**src/rtl/core_pkg.sv**
```systemverilog
// Shared core types for the writeback path.
//   XLEN / NREGS : datapath width and architectural register count
//   reg_idx_t    : register index
//   xlen_t       : one datapath word
//   wb_req_t     : one writeback request {valid, destination, data}
package core_pkg;

    localparam int unsigned XLEN  = 32;
    localparam int unsigned NREGS = 32;

    typedef logic [4:0]      reg_idx_t;
    typedef logic [XLEN-1:0] xlen_t;

    typedef struct packed {
        logic     v;
        reg_idx_t rd;
        xlen_t    data;
    } wb_req_t;

endpackage

```
**src/rtl/wb_arbiter_if.sv**
```systemverilog
// Bus bundle between the pipeline/quantum unit/decode and the writeback arbiter.
//   alu_*        : pipeline writeback (no backpressure)
//   qi_*         : quantum measure issue (marks rd pending)
//   qm_*         : measurement result handshake (qm_ready = FIFO not full)
//   dec_*        : decode operand indices, hazard_stall back to decode
//   we/rd/wd     : register file write port
//   qfifo_count  : result FIFO occupancy (debug)
// Modports: slave = arbiter side, master = surrounding core side.
interface wb_arbiter_if #(
    parameter int unsigned XLEN        = 32,
    parameter int unsigned QFIFO_DEPTH = 4
);
    import core_pkg::*;

    localparam int unsigned CW = $clog2(QFIFO_DEPTH) + 1;

    logic            alu_valid;
    reg_idx_t        alu_rd;
    logic [XLEN-1:0] alu_wd;
    logic            qi_valid;
    reg_idx_t        qi_rd;
    logic            qm_valid;
    logic            qm_ready;
    reg_idx_t        qm_rd;
    logic [XLEN-1:0] qm_data;
    reg_idx_t        dec_rs1;
    reg_idx_t        dec_rs2;
    reg_idx_t        dec_rd;
    logic            hazard_stall;
    logic            we;
    reg_idx_t        rd;
    logic [XLEN-1:0] wd;
    logic [CW-1:0]   qfifo_count;

    modport slave (
        input  alu_valid, alu_rd, alu_wd,
        input  qi_valid, qi_rd,
        input  qm_valid, qm_rd, qm_data,
        input  dec_rs1, dec_rs2, dec_rd,
        output qm_ready, hazard_stall,
        output we, rd, wd, qfifo_count
    );

    modport master (
        output alu_valid, alu_rd, alu_wd,
        output qi_valid, qi_rd,
        output qm_valid, qm_rd, qm_data,
        output dec_rs1, dec_rs2, dec_rd,
        input  qm_ready, hazard_stall,
        input  we, rd, wd, qfifo_count
    );

endinterface

```
**src/rtl/sync_fifo.sv**
```systemverilog
// Single-clock FIFO, DEPTH a power of two (pointers wrap naturally).
//   push_i/wdata_i : write when not full (push while full is ignored)
//   pop_i/rdata_o  : rdata_o shows the head; pop when empty is ignored
//   full_o/empty_o : status from registered count only (no pop-through)
//   count_o        : occupancy 0..DEPTH
module sync_fifo #(
    parameter int unsigned WIDTH = 8,
    parameter int unsigned DEPTH = 4
) (
    input  logic                     clk,
    input  logic                     reset,
    input  logic                     push_i,
    input  logic [WIDTH-1:0]         wdata_i,
    input  logic                     pop_i,
    output logic [WIDTH-1:0]         rdata_o,
    output logic                     full_o,
    output logic                     empty_o,
    output logic [$clog2(DEPTH):0]   count_o
);

    localparam int unsigned AW = $clog2(DEPTH);
    localparam int unsigned CW = AW + 1;

    logic [WIDTH-1:0] mem_q [DEPTH];
    logic [AW-1:0]    wr_ptr_q, wr_ptr_d;
    logic [AW-1:0]    rd_ptr_q, rd_ptr_d;
    logic [CW-1:0]    count_q,  count_d;
    logic             do_push, do_pop;

    assign full_o  = (count_q == CW'(DEPTH));
    assign empty_o = (count_q == '0);
    assign count_o = count_q;
    assign rdata_o = mem_q[rd_ptr_q];

    assign do_push = push_i && !full_o;
    assign do_pop  = pop_i  && !empty_o;

    always_comb begin
        wr_ptr_d = wr_ptr_q;
        rd_ptr_d = rd_ptr_q;
        count_d  = count_q;
        if (do_push) wr_ptr_d = wr_ptr_q + 1'b1;
        if (do_pop)  rd_ptr_d = rd_ptr_q + 1'b1;
        case ({do_push, do_pop})
            2'b10:   count_d = count_q + 1'b1;
            2'b01:   count_d = count_q - 1'b1;
            default: count_d = count_q;
        endcase
    end

    always_ff @(posedge clk) begin
        if (reset) begin
            wr_ptr_q <= '0;
            rd_ptr_q <= '0;
            count_q  <= '0;
        end else begin
            wr_ptr_q <= wr_ptr_d;
            rd_ptr_q <= rd_ptr_d;
            count_q  <= count_d;
        end
    end

    // Storage needs no reset: entries are only visible once counted.
    always_ff @(posedge clk) begin
        if (do_push) mem_q[wr_ptr_q] <= wdata_i;
    end

endmodule

```
**src/rtl/wb_arbiter.sv**
```systemverilog
// Writeback arbiter and pending-register scoreboard.
// Drives the register file's single write port from two sources:
//   - pipeline ALU/load results (never stalled, highest priority)
//   - quantum measurement results, buffered in a sync_fifo
// Tracks destinations of in-flight measurements and stalls decode on
// RAW/WAW hazards against them.
//   clk, reset : clock, synchronous active-high reset
//   bus        : wb_arbiter_if slave modport (see interface header)
module wb_arbiter
    import core_pkg::*;
#(
    parameter int unsigned XLEN        = core_pkg::XLEN,
    parameter int unsigned NREGS       = core_pkg::NREGS,
    parameter int unsigned QFIFO_DEPTH = 4
) (
    input  logic        clk,
    input  logic        reset,
    wb_arbiter_if.slave bus
);

    localparam int unsigned CW = $clog2(QFIFO_DEPTH) + 1;
    localparam int unsigned EW = 5 + XLEN;

    logic [EW-1:0]    fifo_wdata, fifo_rdata;
    logic             fifo_full, fifo_empty, fifo_pop;
    logic [CW-1:0]    fifo_count;
    reg_idx_t         head_rd;
    logic [XLEN-1:0]  head_data;
    logic             alu_sel;

    logic             we_q, we_d;
    reg_idx_t         rd_q, rd_d;
    logic [XLEN-1:0]  wd_q, wd_d;
    logic [NREGS-1:0] pending_q, pending_d;

    assign fifo_wdata = {bus.qm_rd, bus.qm_data};
    assign head_rd    = fifo_rdata[EW-1 -: 5];
    assign head_data  = fifo_rdata[XLEN-1:0];

    sync_fifo #(
        .WIDTH (EW),
        .DEPTH (QFIFO_DEPTH)
    ) u_qfifo (
        .clk     (clk),
        .reset   (reset),
        .push_i  (bus.qm_valid),
        .wdata_i (fifo_wdata),
        .pop_i   (fifo_pop),
        .rdata_o (fifo_rdata),
        .full_o  (fifo_full),
        .empty_o (fifo_empty),
        .count_o (fifo_count)
    );

    // A write to x0 from the ALU is treated as idle so the FIFO can drain.
    assign alu_sel  = bus.alu_valid && (bus.alu_rd != '0);
    assign fifo_pop = !alu_sel && !fifo_empty;

    always_comb begin
        we_d      = 1'b0;
        rd_d      = rd_q;
        wd_d      = wd_q;
        pending_d = pending_q;
        if (alu_sel) begin
            we_d = 1'b1;
            rd_d = bus.alu_rd;
            wd_d = bus.alu_wd;
        end else if (fifo_pop) begin
            // x0 results are consumed silently.
            if (head_rd != '0) begin
                we_d = 1'b1;
                rd_d = head_rd;
                wd_d = head_data;
            end
            pending_d[head_rd] = 1'b0;
        end
        // Applied after the clear so a same-edge reissue keeps the bit set.
        if (bus.qi_valid && (bus.qi_rd != '0)) pending_d[bus.qi_rd] = 1'b1;
        pending_d[0] = 1'b0;
    end

    always_ff @(posedge clk) begin
        if (reset) begin
            we_q      <= 1'b0;
            rd_q      <= '0;
            wd_q      <= '0;
            pending_q <= '0;
        end else begin
            we_q      <= we_d;
            rd_q      <= rd_d;
            wd_q      <= wd_d;
            pending_q <= pending_d;
        end
    end

    always_comb begin
        bus.hazard_stall = ((bus.dec_rs1 != '0) && pending_q[bus.dec_rs1]) ||
                           ((bus.dec_rs2 != '0) && pending_q[bus.dec_rs2]) ||
                           ((bus.dec_rd  != '0) && pending_q[bus.dec_rd]);
    end

    assign bus.qm_ready    = !fifo_full;
    assign bus.qfifo_count = fifo_count;
    assign bus.we          = we_q;
    assign bus.rd          = rd_q;
    assign bus.wd          = wd_q;

endmodule
```
**src/flat_wrapper.sv**
```systemverilog
// flat-port wrapper written by rule: the top's interface ports become plain ports
module wb_arbiter_flat import core_pkg::*;
#(
    parameter int unsigned XLEN        = core_pkg::XLEN,
    parameter int unsigned NREGS       = core_pkg::NREGS,
    parameter int unsigned QFIFO_DEPTH = 4
)
  (clk, reset, bus_alu_valid, bus_alu_rd, bus_alu_wd, bus_qi_valid, bus_qi_rd, bus_qm_valid, bus_qm_rd, bus_qm_data, bus_dec_rs1, bus_dec_rs2, bus_dec_rd, bus_qm_ready, bus_hazard_stall, bus_we, bus_rd, bus_wd, bus_qfifo_count);
  wb_arbiter_if #(.XLEN(XLEN), .QFIFO_DEPTH(QFIFO_DEPTH)) bus_i ();
  input  logic clk;
  input  logic reset;
  input wire logic [$bits(bus_i.alu_valid)-1:0] bus_alu_valid;
  input wire logic [$bits(bus_i.alu_rd)-1:0] bus_alu_rd;
  input wire logic [$bits(bus_i.alu_wd)-1:0] bus_alu_wd;
  input wire logic [$bits(bus_i.qi_valid)-1:0] bus_qi_valid;
  input wire logic [$bits(bus_i.qi_rd)-1:0] bus_qi_rd;
  input wire logic [$bits(bus_i.qm_valid)-1:0] bus_qm_valid;
  input wire logic [$bits(bus_i.qm_rd)-1:0] bus_qm_rd;
  input wire logic [$bits(bus_i.qm_data)-1:0] bus_qm_data;
  input wire logic [$bits(bus_i.dec_rs1)-1:0] bus_dec_rs1;
  input wire logic [$bits(bus_i.dec_rs2)-1:0] bus_dec_rs2;
  input wire logic [$bits(bus_i.dec_rd)-1:0] bus_dec_rd;
  output wire logic [$bits(bus_i.qm_ready)-1:0] bus_qm_ready;
  output wire logic [$bits(bus_i.hazard_stall)-1:0] bus_hazard_stall;
  output wire logic [$bits(bus_i.we)-1:0] bus_we;
  output wire logic [$bits(bus_i.rd)-1:0] bus_rd;
  output wire logic [$bits(bus_i.wd)-1:0] bus_wd;
  output wire logic [$bits(bus_i.qfifo_count)-1:0] bus_qfifo_count;
  assign bus_i.alu_valid = bus_alu_valid;
  assign bus_i.alu_rd = bus_alu_rd;
  assign bus_i.alu_wd = bus_alu_wd;
  assign bus_i.qi_valid = bus_qi_valid;
  assign bus_i.qi_rd = bus_qi_rd;
  assign bus_i.qm_valid = bus_qm_valid;
  assign bus_i.qm_rd = bus_qm_rd;
  assign bus_i.qm_data = bus_qm_data;
  assign bus_i.dec_rs1 = bus_dec_rs1;
  assign bus_i.dec_rs2 = bus_dec_rs2;
  assign bus_i.dec_rd = bus_dec_rd;
  assign bus_qm_ready = bus_i.qm_ready;
  assign bus_hazard_stall = bus_i.hazard_stall;
  assign bus_we = bus_i.we;
  assign bus_rd = bus_i.rd;
  assign bus_wd = bus_i.wd;
  assign bus_qfifo_count = bus_i.qfifo_count;
  wb_arbiter #(.XLEN(XLEN), .NREGS(NREGS), .QFIFO_DEPTH(QFIFO_DEPTH)) u_core (.clk(clk), .reset(reset), .bus(bus_i));
endmodule
```
**config.mk**
```make
export PLATFORM = sky130hd
export DESIGN_NAME = wb_arbiter_flat
export DESIGN_NICKNAME = d
export VERILOG_FILES = /design/src/rtl/core_pkg.sv /design/src/rtl/wb_arbiter_if.sv /design/src/rtl/sync_fifo.sv /design/src/rtl/wb_arbiter.sv /design/src/flat_wrapper.sv
export SDC_FILE = /design/constraint.sdc
export NUM_CORES = 1
export LEC_CHECK = 0
export ABC_AREA = 1
export CAP_MARGIN = 5
export CORE_UTILIZATION = 55
export CTS_CLUSTER_DIAMETER = 30
export DETAILED_ROUTE_END_ITERATION = 7
export PLACE_DENSITY = 0.8
export SLEW_MARGIN = 20
export SYNTH_ARGS = -nofsm -noshare
export SYNTH_HDL_FRONTEND = slang
export SYNTH_SLANG_ARGS = --single-unit
```
**constraint.sdc**
```tcl
create_clock -name clk -period 3.9 [get_ports clk]
set_input_delay 0.78 -clock clk [delete_from_list [all_inputs] [get_ports clk]]
set_output_delay 0.78 -clock clk [all_outputs]
set_load 0.01 [all_outputs]
```
* Word-level counts from Yosys, hierarchy flattened
Memory sizes are Yosys's and may differ from the RTL's. A register that Yosys moved wholly into a read port is not among the register bits. Index checks and enable logic that the tools add are counted.
Word-level totals: bits in registers 77, RAM bits 148, input bits 99, output and inout bits 43, word-level logic and storage cells 79, memories kept 1
Operators by class: $add $sub $neg 4, $lt $le $gt $ge 7, equality and inequality tests 3, multiplexer cells 27, bitwise logic cells 3, reductions and logical operators 26
Memory list:
- u_core.u_qfifo.mem_q | depth 4, bits a word 37, read ports 1, clocked after memory_dff 1, wr ports 1, RTL line sync_fifo.sv:24 | logic [WIDTH-1:0] mem_q [DEPTH];
Operators by type and width (number):
- $mux W32 | 6
- $and A32 B32 Y32 | 1
- $not A32 Y32 | 1
- $or A32 B32 Y32 | 1
- $lt A5 B6 Y1 const B | 5
- $reduce_bool A5 Y1 | 6
- $bmux W1 S5 | 3
- $mux W5 | 3
- $demux W1 S5 | 2
- $ge A5 B1 Y1 const B | 2
- $logic_and A1 B1 Y1 | 10
- $mux W1 | 10
- $pmux W3 S2 | 1
- $reduce_bool A2 Y1 | 3
- $add A2 B1 Y2 const B | 2
- $mux W2 | 2
- $add A3 B1 Y3 const B | 1
- $eq A3 B3 Y1 const B | 1
- $logic_not A1 Y1 | 3
- $logic_not A3 Y1 | 1
- $sub A3 B1 Y3 const B | 1
- $eq A2 B1 Y1 const B | 1
- $eq A2 B2 Y1 const B | 1
- $logic_or A1 B1 Y1 | 2
- $reduce_and A2 Y1 | 1

* Logic depth before layout (Yosys ltp)
Gate-level depths: netlist (run 1).
word-level depth 10, mapped depth 14, mapped depth without buffers 13

* Cells and area by module
A second synthesis (run 1) with hierarchy kept.
Unflattened totals: cells, all modules 1144, area total of the unflattened synthesis 10203.5 µm²
By module, submodules not included:
- sync_fifo | times used 1, cells each 428, area each 5972.0 µm², sequential area each 4624.4 µm²
- wb_arbiter | times used 1, cells each 716, area each 4231.6 µm², sequential area each 1381.3 µm²

* Worst setup path before layout (run 1)
OpenSTA, ideal clock, no wires.
path type input -> register, start point input port bus_qm_valid, end point memory u_core.u_qfifo.mem_q[0][0] (netlist name) (enable), setup time 0.431 ns, data arrival time 2.518 ns, data required time 3.469 ns, setup slack 0.951 ns, stages on the path 2, buffers on the path 0, cell sequence nand2_1 > nor2_1
Between the ends: word-level cells in the longest chain between the ends 3
RTL lines:
- start: declaration | RTL line flat_wrapper.sv:17 | input wire logic [$bits(bus_i.qm_valid)-1:0] bus_qm_valid;
- $logic_and A1 B1 Y1 | RTL line sync_fifo.sv:35 | assign do_push = push_i && !full_o;
- $mux W1 | RTL line sync_fifo.sv:65 | if (do_push) mem_q[wr_ptr_q] <= wdata_i;
- $mux W1 (not written as such) | RTL line sync_fifo.sv:65
- end: declaration | RTL line sync_fifo.sv:24
Every way passes these cells.

* Worst setup path after layout (run 1)
start point input port bus_dec_rs2[0], end point output port bus_hazard_stall
Between the ends: word-level cells in the longest chain between the ends 5, elaborated cells between the ends (all ways) 6, those cells by class mux (2); reduce/logical (4)
RTL lines:
- start: declaration | RTL line flat_wrapper.sv:21 | input wire logic [$bits(bus_i.dec_rs2)-1:0] bus_dec_rs2;
- $bmux W1 S5 | RTL line wb_arbiter.sv:98 | ((bus.dec_rs2 != '0) && pending_q[bus.dec_rs2]) ||
- $mux W1 (not written as such) | RTL line wb_arbiter.sv:98
- $logic_and A1 B1 Y1 (*) | RTL line wb_arbiter.sv:98
- $logic_or A1 B1 Y1 (*) | RTL line wb_arbiter.sv:97 | bus.hazard_stall = ((bus.dec_rs1 != '0) && pending_q[bus.dec_rs1]) ||
- $logic_or A1 B1 Y1 (*) | RTL line wb_arbiter.sv:98
- end: declaration | RTL line flat_wrapper.sv:24 | output wire logic [$bits(bus_i.hazard_stall)-1:0] bus_hazard_stall;
Mark *: on every way between the ends. The rest lies on a longest branch, timed or not. The select of a mux whose other input is x is not followed.

==> results of run 1 <==
[cell type report]
cell class / instances / area share, %
well taps: 260 / 2.35
inverters: 111 / 3.02
multi-input cells: 882 / 29.1
clock buffers: 46 / 7.92
repair buffers: 157 / 11.0
clock inverters: 31 / 3.19
diodes: 1 / 0.0181
flip-flops and latches: 226 / 43.4
[report_power, final]
group / internal [mW] / switching, mW / total (mW)
sequential: 2.89 / 0.221 / 3.11
clock: 2.65 / 1.26 / 3.91
combinational: 0.864 / 1.34 / 2.21
total: 6.41 / 2.83 / 9.23
[kinds of logic after synthesis]
group,share of synthesized area [%]
xor gates and xnor gates,0.0815
AOI/OAI and AO/OA,7.63
buffers and inverters,6.86
and+or+nand+nor,28.8
DFF,55.9
adders and majority gates,0.769
[worst max-delay path by stage]
stage                                             to           start  slack, ns  depth (start not counted)
final                               bus_hazard_stall  bus_dec_rs2[0]       0.28                         10
after CTS                           bus_hazard_stall  bus_dec_rs2[0]       0.31                         10
after global placement              bus_hazard_stall  bus_dec_rs2[0]       0.32                         10
after detailed placement            bus_hazard_stall  bus_dec_rs2[0]       0.32                         10
after global routing                bus_hazard_stall  bus_dec_rs2[0]       0.04                         10
after floorplan           u_core.u_qfifo.mem_q[0][0]    bus_qm_valid       0.95                          2
[sequential cells by signal, indices dropped and copies added (netlist names), named ones only]
register,cells
u_core.u_qfifo.rd_ptr_q,2
u_core.bus.wd,32
u_core.bus.we,1
u_core.u_qfifo.mem_q,148
u_core.pending_q,31
u_core.u_qfifo.wr_ptr_q,2
u_core.bus.rd,5
u_core.u_qfifo.count_o,3
[per-stage QoR]
| step | total power, mW | setup WS (ns) | area [um^2] | std cells | utilization, % |
|---|---|---|---|---|---|
| 2_1_floorplan | 4.53 | 0.951 | 10700 | 1278 | - |
| 3_3_place_gp | 5.27 | 0.322 | 12300 | 1636 | 65.0 |
| 3_5_place_dp | 5.32 | 0.323 | 12300 | 1636 | 65.0 |
| 4_1_cts | 9.26 | 0.308 | 13900 | 1713 | 73.1 |
| 5_1_grt | 9.63 | 0.0446 | 13900 | 1714 | 73.1 |
| 6_report | 9.23 | 0.283 | 13900 | 1714 | 73.1 |
[metal layers]
metal	part of all wire [%]	routed length [um]	track usage [%]	vias up
li1	-	-	-	4448
met1	41	12200	38.7	4320
met2	50	14700	50.6	376
met3	6.3	1860	4.62	66
met4	2.6	776	12.1	0
met5	0	0	0	-
[placed cells by master, fill, tap and decap left out, types with 2 or more instances in the layout]
master           instances
nand2_1                422
edfxtp_1               148
clkdlybuf4s50_1        141
nor2_1                 127
inv_1                  106
a21oi_1                 79
dfxtp_1                 77
nand3_1                 67
o21ai_0                 67
clkbuf_16               43
nand3b_1                34
nor2_2                  32
buf_4                   16
nand2_2                 10
bufinv_16                9
clkinvlp_4               7
o21ai_1                  6
nor2_4                   5
nor3_1                   5
ha_1                     5
clkinv_2                 5
nand4_1                  4
nand3_2                  4
inv_6                    4
clkinv_4                 4
o211ai_1                 3
clkinv_1                 3
nand2_4                  3
inv_2                    2
nor4_1                   2
o22ai_1                  2
clkbuf_1                 2
[worst max-delay path: stages]
cell	delay, ns
clkdlybuf4s50_1	0.49
clkinv_1	0.20
nor2_1	0.31
nand2_1	0.09
nand3_1	0.09
nand3_1	0.07
a21oi_1	0.15
nor2_1	0.06
nand2_1	0.06
clkdlybuf4s50_1	0.53
==> results.md, run 1 <==
- Result of the run: complete, no violations
- Detailed placement HPWL: 18,300 um
- Total DRC errors in the routed layout: 0
- Area used by sequential logic in the layout: 6010 um^2
- Count of routing violations after the opening detailed-route iteration: 827
- Clock tree from TritonCTS: built
- Wire length reported by the detailed router: 29,600 um
- Share of final-layout standard cells stronger than drive strength 1: 10.3%
- Category of the worst setup path capture point: output pin
- Reg-to-reg critical path endpoint: u_core.bus.wd[4]
- Final critical path time including I/O delays and setup: 3.62 ns
- Die H: 142 um
- Num ports: 142
- Maximum number of pins on one net before global-route repair: 64
- IR drop worst, VDD: 0.510 mV
- CP arrival: 2.84 ns
- Depth of the worst register-to-register path: 9
- Grt total ovfl: 0
- Leading cell types by total area after synthesis: edfxtp_1 41%, nand2_1 15%, dfxtp_1 15%
- Worst hold slack after final layout: 0.460 ns
- Via count: 9,210
- Relative slew slack: 47.4%
- Critical setup path kind: input port to output pin
- Clock latency at the later pin of the worst-skew pair: 0.54 ns
- Width of the die: 142 um
- Total of max-cap violations: 0
- Per-cell via count in the routed design: 5.37
- Mean area per synthesized cell: 8.41 um^2
- Dominant cell by count in the synthesized netlist: nand2_1
- TritonCTS buffer count: 42
- Weighted congestion reported at the end of routability-driven placement: 0.944
- Most frequent cells after synthesis: 423 x nand2_1, 148 x edfxtp_1, 131 x nor2_1
- Count of fill cells added during filler insertion: 1,390
- Average wire per cell in the routed design: 17.2 um
- Total area of multi-input combinational cells: 4040 um^2
- Maximum clock frequency: 276 MHz
- First-pass GRT wire length: 45,900 um
- Pre-Repair DR Iteration Count: 5
- Period utilization: 92.7%
- Number of distinct library cells after synthesis: 34
- Element type at the critical path start: input port
- Post-Syn Nets: 1,383
- Hold Path End: u_core.pending_q[2]
- Antenna violations before repair: 1
- Initial cell density of the core: 56.7%
- Max Fanout on Critical Path: 9
- Synthesis-stage register bit count: 226
- Deepest clock path buffer count: 3
- Layout-stage area growth over the synthesis result: 29.0%
- Overall die area: 20,100 um^2
- Mapped cell area: 10,700 um^2
- Proportion of synthesized chip area in sequential cells: 55.9%
- Clock-pin slew reported for the worst setup and hold paths after clock tree synthesis: 0.04 ns
- Clock H-tree levels: 2
- Number of synthesis warnings: 0
- Skew final: 0.0253 ns
- Max-slew violations: 0
- Hold Fails Final Rpt: 0
- Count of input and output buffers: 141
- Power Density: 666 nW/um^2
- Critical hold path startpoint: u_core.pending_q[2]
- Top cell type by total area after synthesis: edfxtp_1
- Worst hold path type: flip-flop to flip-flop
- Primary flip-flop cell chosen by synthesis mapping: edfxtp_1
- Area of the core: 19,000 um^2
- Leak Pwr: 5.71 nW
- Count of cells resized by post-cts repair: 0
- Post-CTS repair timing setup buffer count: 0
- Via count of the first global-routing pass: 8,933
- Gr usage total: 30.0%
- Unrepaired setup endpoints after global routing: false
- Hold_buf cts: 0
- Worst hold stages: 2
- Number of clock sinks seen by CTS: 226
- EDFF count, synth: 148
- Worst-case register-to-register setup slack: 1.44 ns
- Required time of the worst setup path: 3.12 ns
- CTS root buf: clkbuf_16
- Share of the synthesized area in the top cell type: 41.4%
- Share of flip-flops with an asynchronous set or reset: 0%
- Synth Instances: 1,278
- Transition at the pin with the smallest max-transition slack: 0.787 ns
- Number of nets still failing antenna checks after routing: 0
- Setup TNS: 0 ns
- Total of endpoints with negative setup slack in the final report: 0
- Nets: 1,525
- Number of placement rows: 50
Power figures use the tool's default switching activity.
==> run 2: changes to the inputs <==
--- a/config.mk
+++ b/config.mk
@@ -7,6 +7,7 @@
 export LEC_CHECK = 0
 export ABC_AREA = 1
 export CAP_MARGIN = 5
+export CORE_MARGIN = 3
 export CORE_UTILIZATION = 55
 export CTS_CLUSTER_DIAMETER = 30
 export DETAILED_ROUTE_END_ITERATION = 7
==> run 2 against run 1 <==
  * Via count is 0.98% lower
  * Die area is 5.7% higher
  * Sequential cell count stayed put
  * Cell count stayed put
  * Combinational power hardly changed
  * Hold slack worse by 0.0024 ns
  * Wire length is 0.86% lower
  * Clock-buffer cell count is 1 lower
  * Critical path type unchanged
  * Clock skew hardly changed
  * Critical path depth is 1 lower
  * Core utilization is 0.099 points lower
  * Maximum frequency is 0.97% higher
==> results.md, run 2 (synthesis gave the netlist of run 1 again) <==
- First-pass GRT wire length: 46,100 um (+0.29%)
- Initial cell density of the core: 56.7% (unchanged)
- Ant. Diodes: 0 (-1)
- Pre-Repair DR Iteration Count: 7 (+2)
- Register with the most flip-flops: u_core.u_qfifo.mem_q
- Period utilization: 91.8% (-0.89 points)
- Max Fanout on Critical Path: 8 (-1)
- Count of cells resized by post-cts repair: 0 (unchanged)
- Hold_buf cts: 0 (unchanged)
- Hold Fails Final Rpt: 0 (unchanged)
- Width of the die: 146 um (+2.8%)
- Share of final-layout standard cells stronger than drive strength 1: 10.3% (about the same)
- CTS root buf: clkbuf_16
- Unrepaired setup endpoints after global routing: false
- Critical setup path kind: input port to output pin
- Final core occ: 73.0% (-0.099 points)
- Clock tree from TritonCTS: built
- Hold Path End: u_core.pending_q[22]
- Die H: 146 um (+2.8%)
- Num ports: 142 (unchanged)
- CP arrival: 2.80 ns (-0.04 ns)
- Clock latency at the later pin of the worst-skew pair: 0.53 ns (about the same)
- Skew final: 0.0255 ns (+0.000188 ns)
- Gr usage total: 27.0% (-3.0 points)
- Most common library cell in the layout ignoring fill and taps: nand2_1
- Worst hold stages: 2 (unchanged)
- Clock H-tree levels: 2 (unchanged)
- Worst hold slack after final layout: 0.457 ns (-0.00242 ns)
- Per-cell via count in the routed design: 5.32 (-0.98%)
- Transition at the pin with the smallest max-transition slack: 0.801 ns (+0.0133 ns)
- Count of routing violations after the opening detailed-route iteration: 803 (-2.9%)
- Maximum number of pins on one net before global-route repair: 74 (+16%)
- Clock-pin slew reported for the worst setup and hold paths after clock tree synthesis: 0.05 ns (about the same)
- Via count of the first global-routing pass: 8,859 (-0.83%)
- Average wire per cell in the routed design: 17.1 um (-0.86%)
- DP Worst Slack: 0.322 ns (-0.000307 ns)
- IR drop worst, VDD: 0.459 mV (-10%)
- Nets: 1,526 (+0.066%)
- Highest-count cells in the layout ignoring fill and taps: 422 x nand2_1, 148 x edfxtp_1, 141 x clkdlybuf4s50_1
- Number of clock sinks seen by CTS: 226 (unchanged)
- Required time of the worst setup path: 3.12 ns (about the same)
- Total of endpoints with negative setup slack in the final report: 0 (unchanged)
- Antenna violations before repair: 1 (unchanged)
- Number of placement rows: 50 (unchanged)
- Leak Pwr: 5.69 nW (-0.36%)
- Buf/Inv on CP: 2 (-1)
- Worst path cell trace: clkdlybuf4s50_1 > nor2_1 > nand2_1 > nand3_1 > nand3_1 > a21oi_1 > nor2_1 > nand2_1 > clkdlybuf4s50_1
- Relative slew slack: 46.5% (-0.89 points)
- Deepest clock path buffer count: 3 (unchanged)
- Element type at the critical path start: input port
- Setup ws final: 0.318 ns (+0.0349 ns)
- Worst-case register-to-register setup slack: 1.21 ns (-0.23 ns)
- Area of the core: 19,000 um^2 (unchanged)
- Critical Path Max Stage Delay: 0.56 ns (+0.03 ns)
- Power Density: 654 nW/um^2 (-1.9%)
- Overall die area: 21,300 um^2 (+5.7%)
- Critical hold path startpoint: u_core.pending_q[22]
- Depth of the worst register-to-register path: 10 (+1)
- Number of nets still failing antenna checks after routing: 0 (unchanged)
- Reg-to-reg critical path endpoint: u_core.bus.rd[4]
- Layout-stage area growth over the synthesis result: 28.8%
- Final critical path time including I/O delays and setup: 3.58 ns (-0.0349 ns)
- Worst hold path type: flip-flop to flip-flop
- Category of the worst setup path capture point: output pin
- Max-slew violations: 0 (unchanged)
- Number of flip-flops in the largest register: 148 (unchanged)
- Grt total ovfl: 0 (unchanged)
- Detailed placement HPWL: 18,800 um (+2.6%)
- Crit-path slowest cell: clkdlybuf4s50_1
- Via count: 9,120 (-0.98%)
- Result of the run: complete, no violations
- Maximum clock frequency: 279 MHz (+0.97%)
- TritonCTS buffer count: 41 (-2.4%)
- Weighted congestion reported at the end of routability-driven placement: 0.914 (-3.2%)
- Total DRC errors in the routed layout: 0 (unchanged)
- Wire length reported by the detailed router: 29,300 um (-0.86%)
- Top Family by Delay on Critical Path: buffers and inverters
- Total of max-cap violations: 0 (unchanged)
- Post-CTS repair timing setup buffer count: 0 (unchanged)
- Setup TNS: 0 ns (unchanged)
- Count of input and output buffers: 141 (unchanged)
==> run 2: worst max path at each step <==
stage              startpoint                          to  slack (ns)  cells after the start
3_5_place_dp   bus_dec_rs2[1]            bus_hazard_stall        0.32                      9
2_1_floorplan    bus_qm_valid  u_core.u_qfifo.mem_q[0][0]        0.95                      2
6_report       bus_dec_rs2[1]            bus_hazard_stall        0.32                      9
4_1_cts        bus_dec_rs2[1]            bus_hazard_stall        0.32                      9
3_3_place_gp   bus_dec_rs2[0]            bus_hazard_stall        0.35                     10
5_1_grt        bus_dec_rs2[1]            bus_hazard_stall        0.15                      9
==> run 2: worst reg2reg max path: cells and delay by family, from the launching register on <==
family                 cells  cell delay [ns]
and+or+nand+nor            9             1.35
buffers and inverters      1             0.66
DFF                        1             0.57
==> run 2: cell type report <==
class / instances / area, um^2
multi-input combinational: 882 / 4040
inverter: 111 / 419
timing repair buffer: 159 / 1580
clock inverter: 31 / 408
fill: 1364 / 5110
clock buffer: 45 / 1060
sequential: 226 / 6010
tap: 260 / 325
==> run 2: report_power, final <==
| part | total, mW | internal, mW | switching, mW |
|---|---|---|---|
| registers | 3.10 | 2.89 | 0.206 |
| logic | 2.24 | 0.878 | 1.37 |
| clock network | 3.71 | 2.46 | 1.24 |
==> run 2: through the flow <==
step / total power [mW] / instances / area (um^2)
2_1_floorplan: 4.53 / 1278 / 10700
3_5_place_dp: 5.35 / 1638 / 12400
4_1_cts: 9.08 / 1714 / 13800
3_3_place_gp: 5.29 / 1638 / 12400
5_1_grt: 9.47 / 1714 / 13800
6_report: 9.05 / 1714 / 13800
==> run 2: per-layer routing <==
metal  GRT usage (%)  part of all wire (%)  vias up
li1                -                     -     4448
met1            34.9                    40     4220
met2            45.6                    50      387
met3            4.86                   7.8       63
met4            10.1                   2.5        2
met5               0                 0.031        -
==> run 3: changes to the inputs <==
--- a/config.mk
+++ b/config.mk
@@ -6,7 +6,7 @@
 export NUM_CORES = 1
 export LEC_CHECK = 0
 export ABC_AREA = 1
-export CAP_MARGIN = 5
+export ABC_CLOCK_PERIOD_IN_PS = 3900
 export CORE_MARGIN = 3
 export CORE_UTILIZATION = 55
 export CTS_CLUSTER_DIAMETER = 30
==> results of run 3 <==
Same layout as run 2: the final DEF is identical, and so are final timing and power.
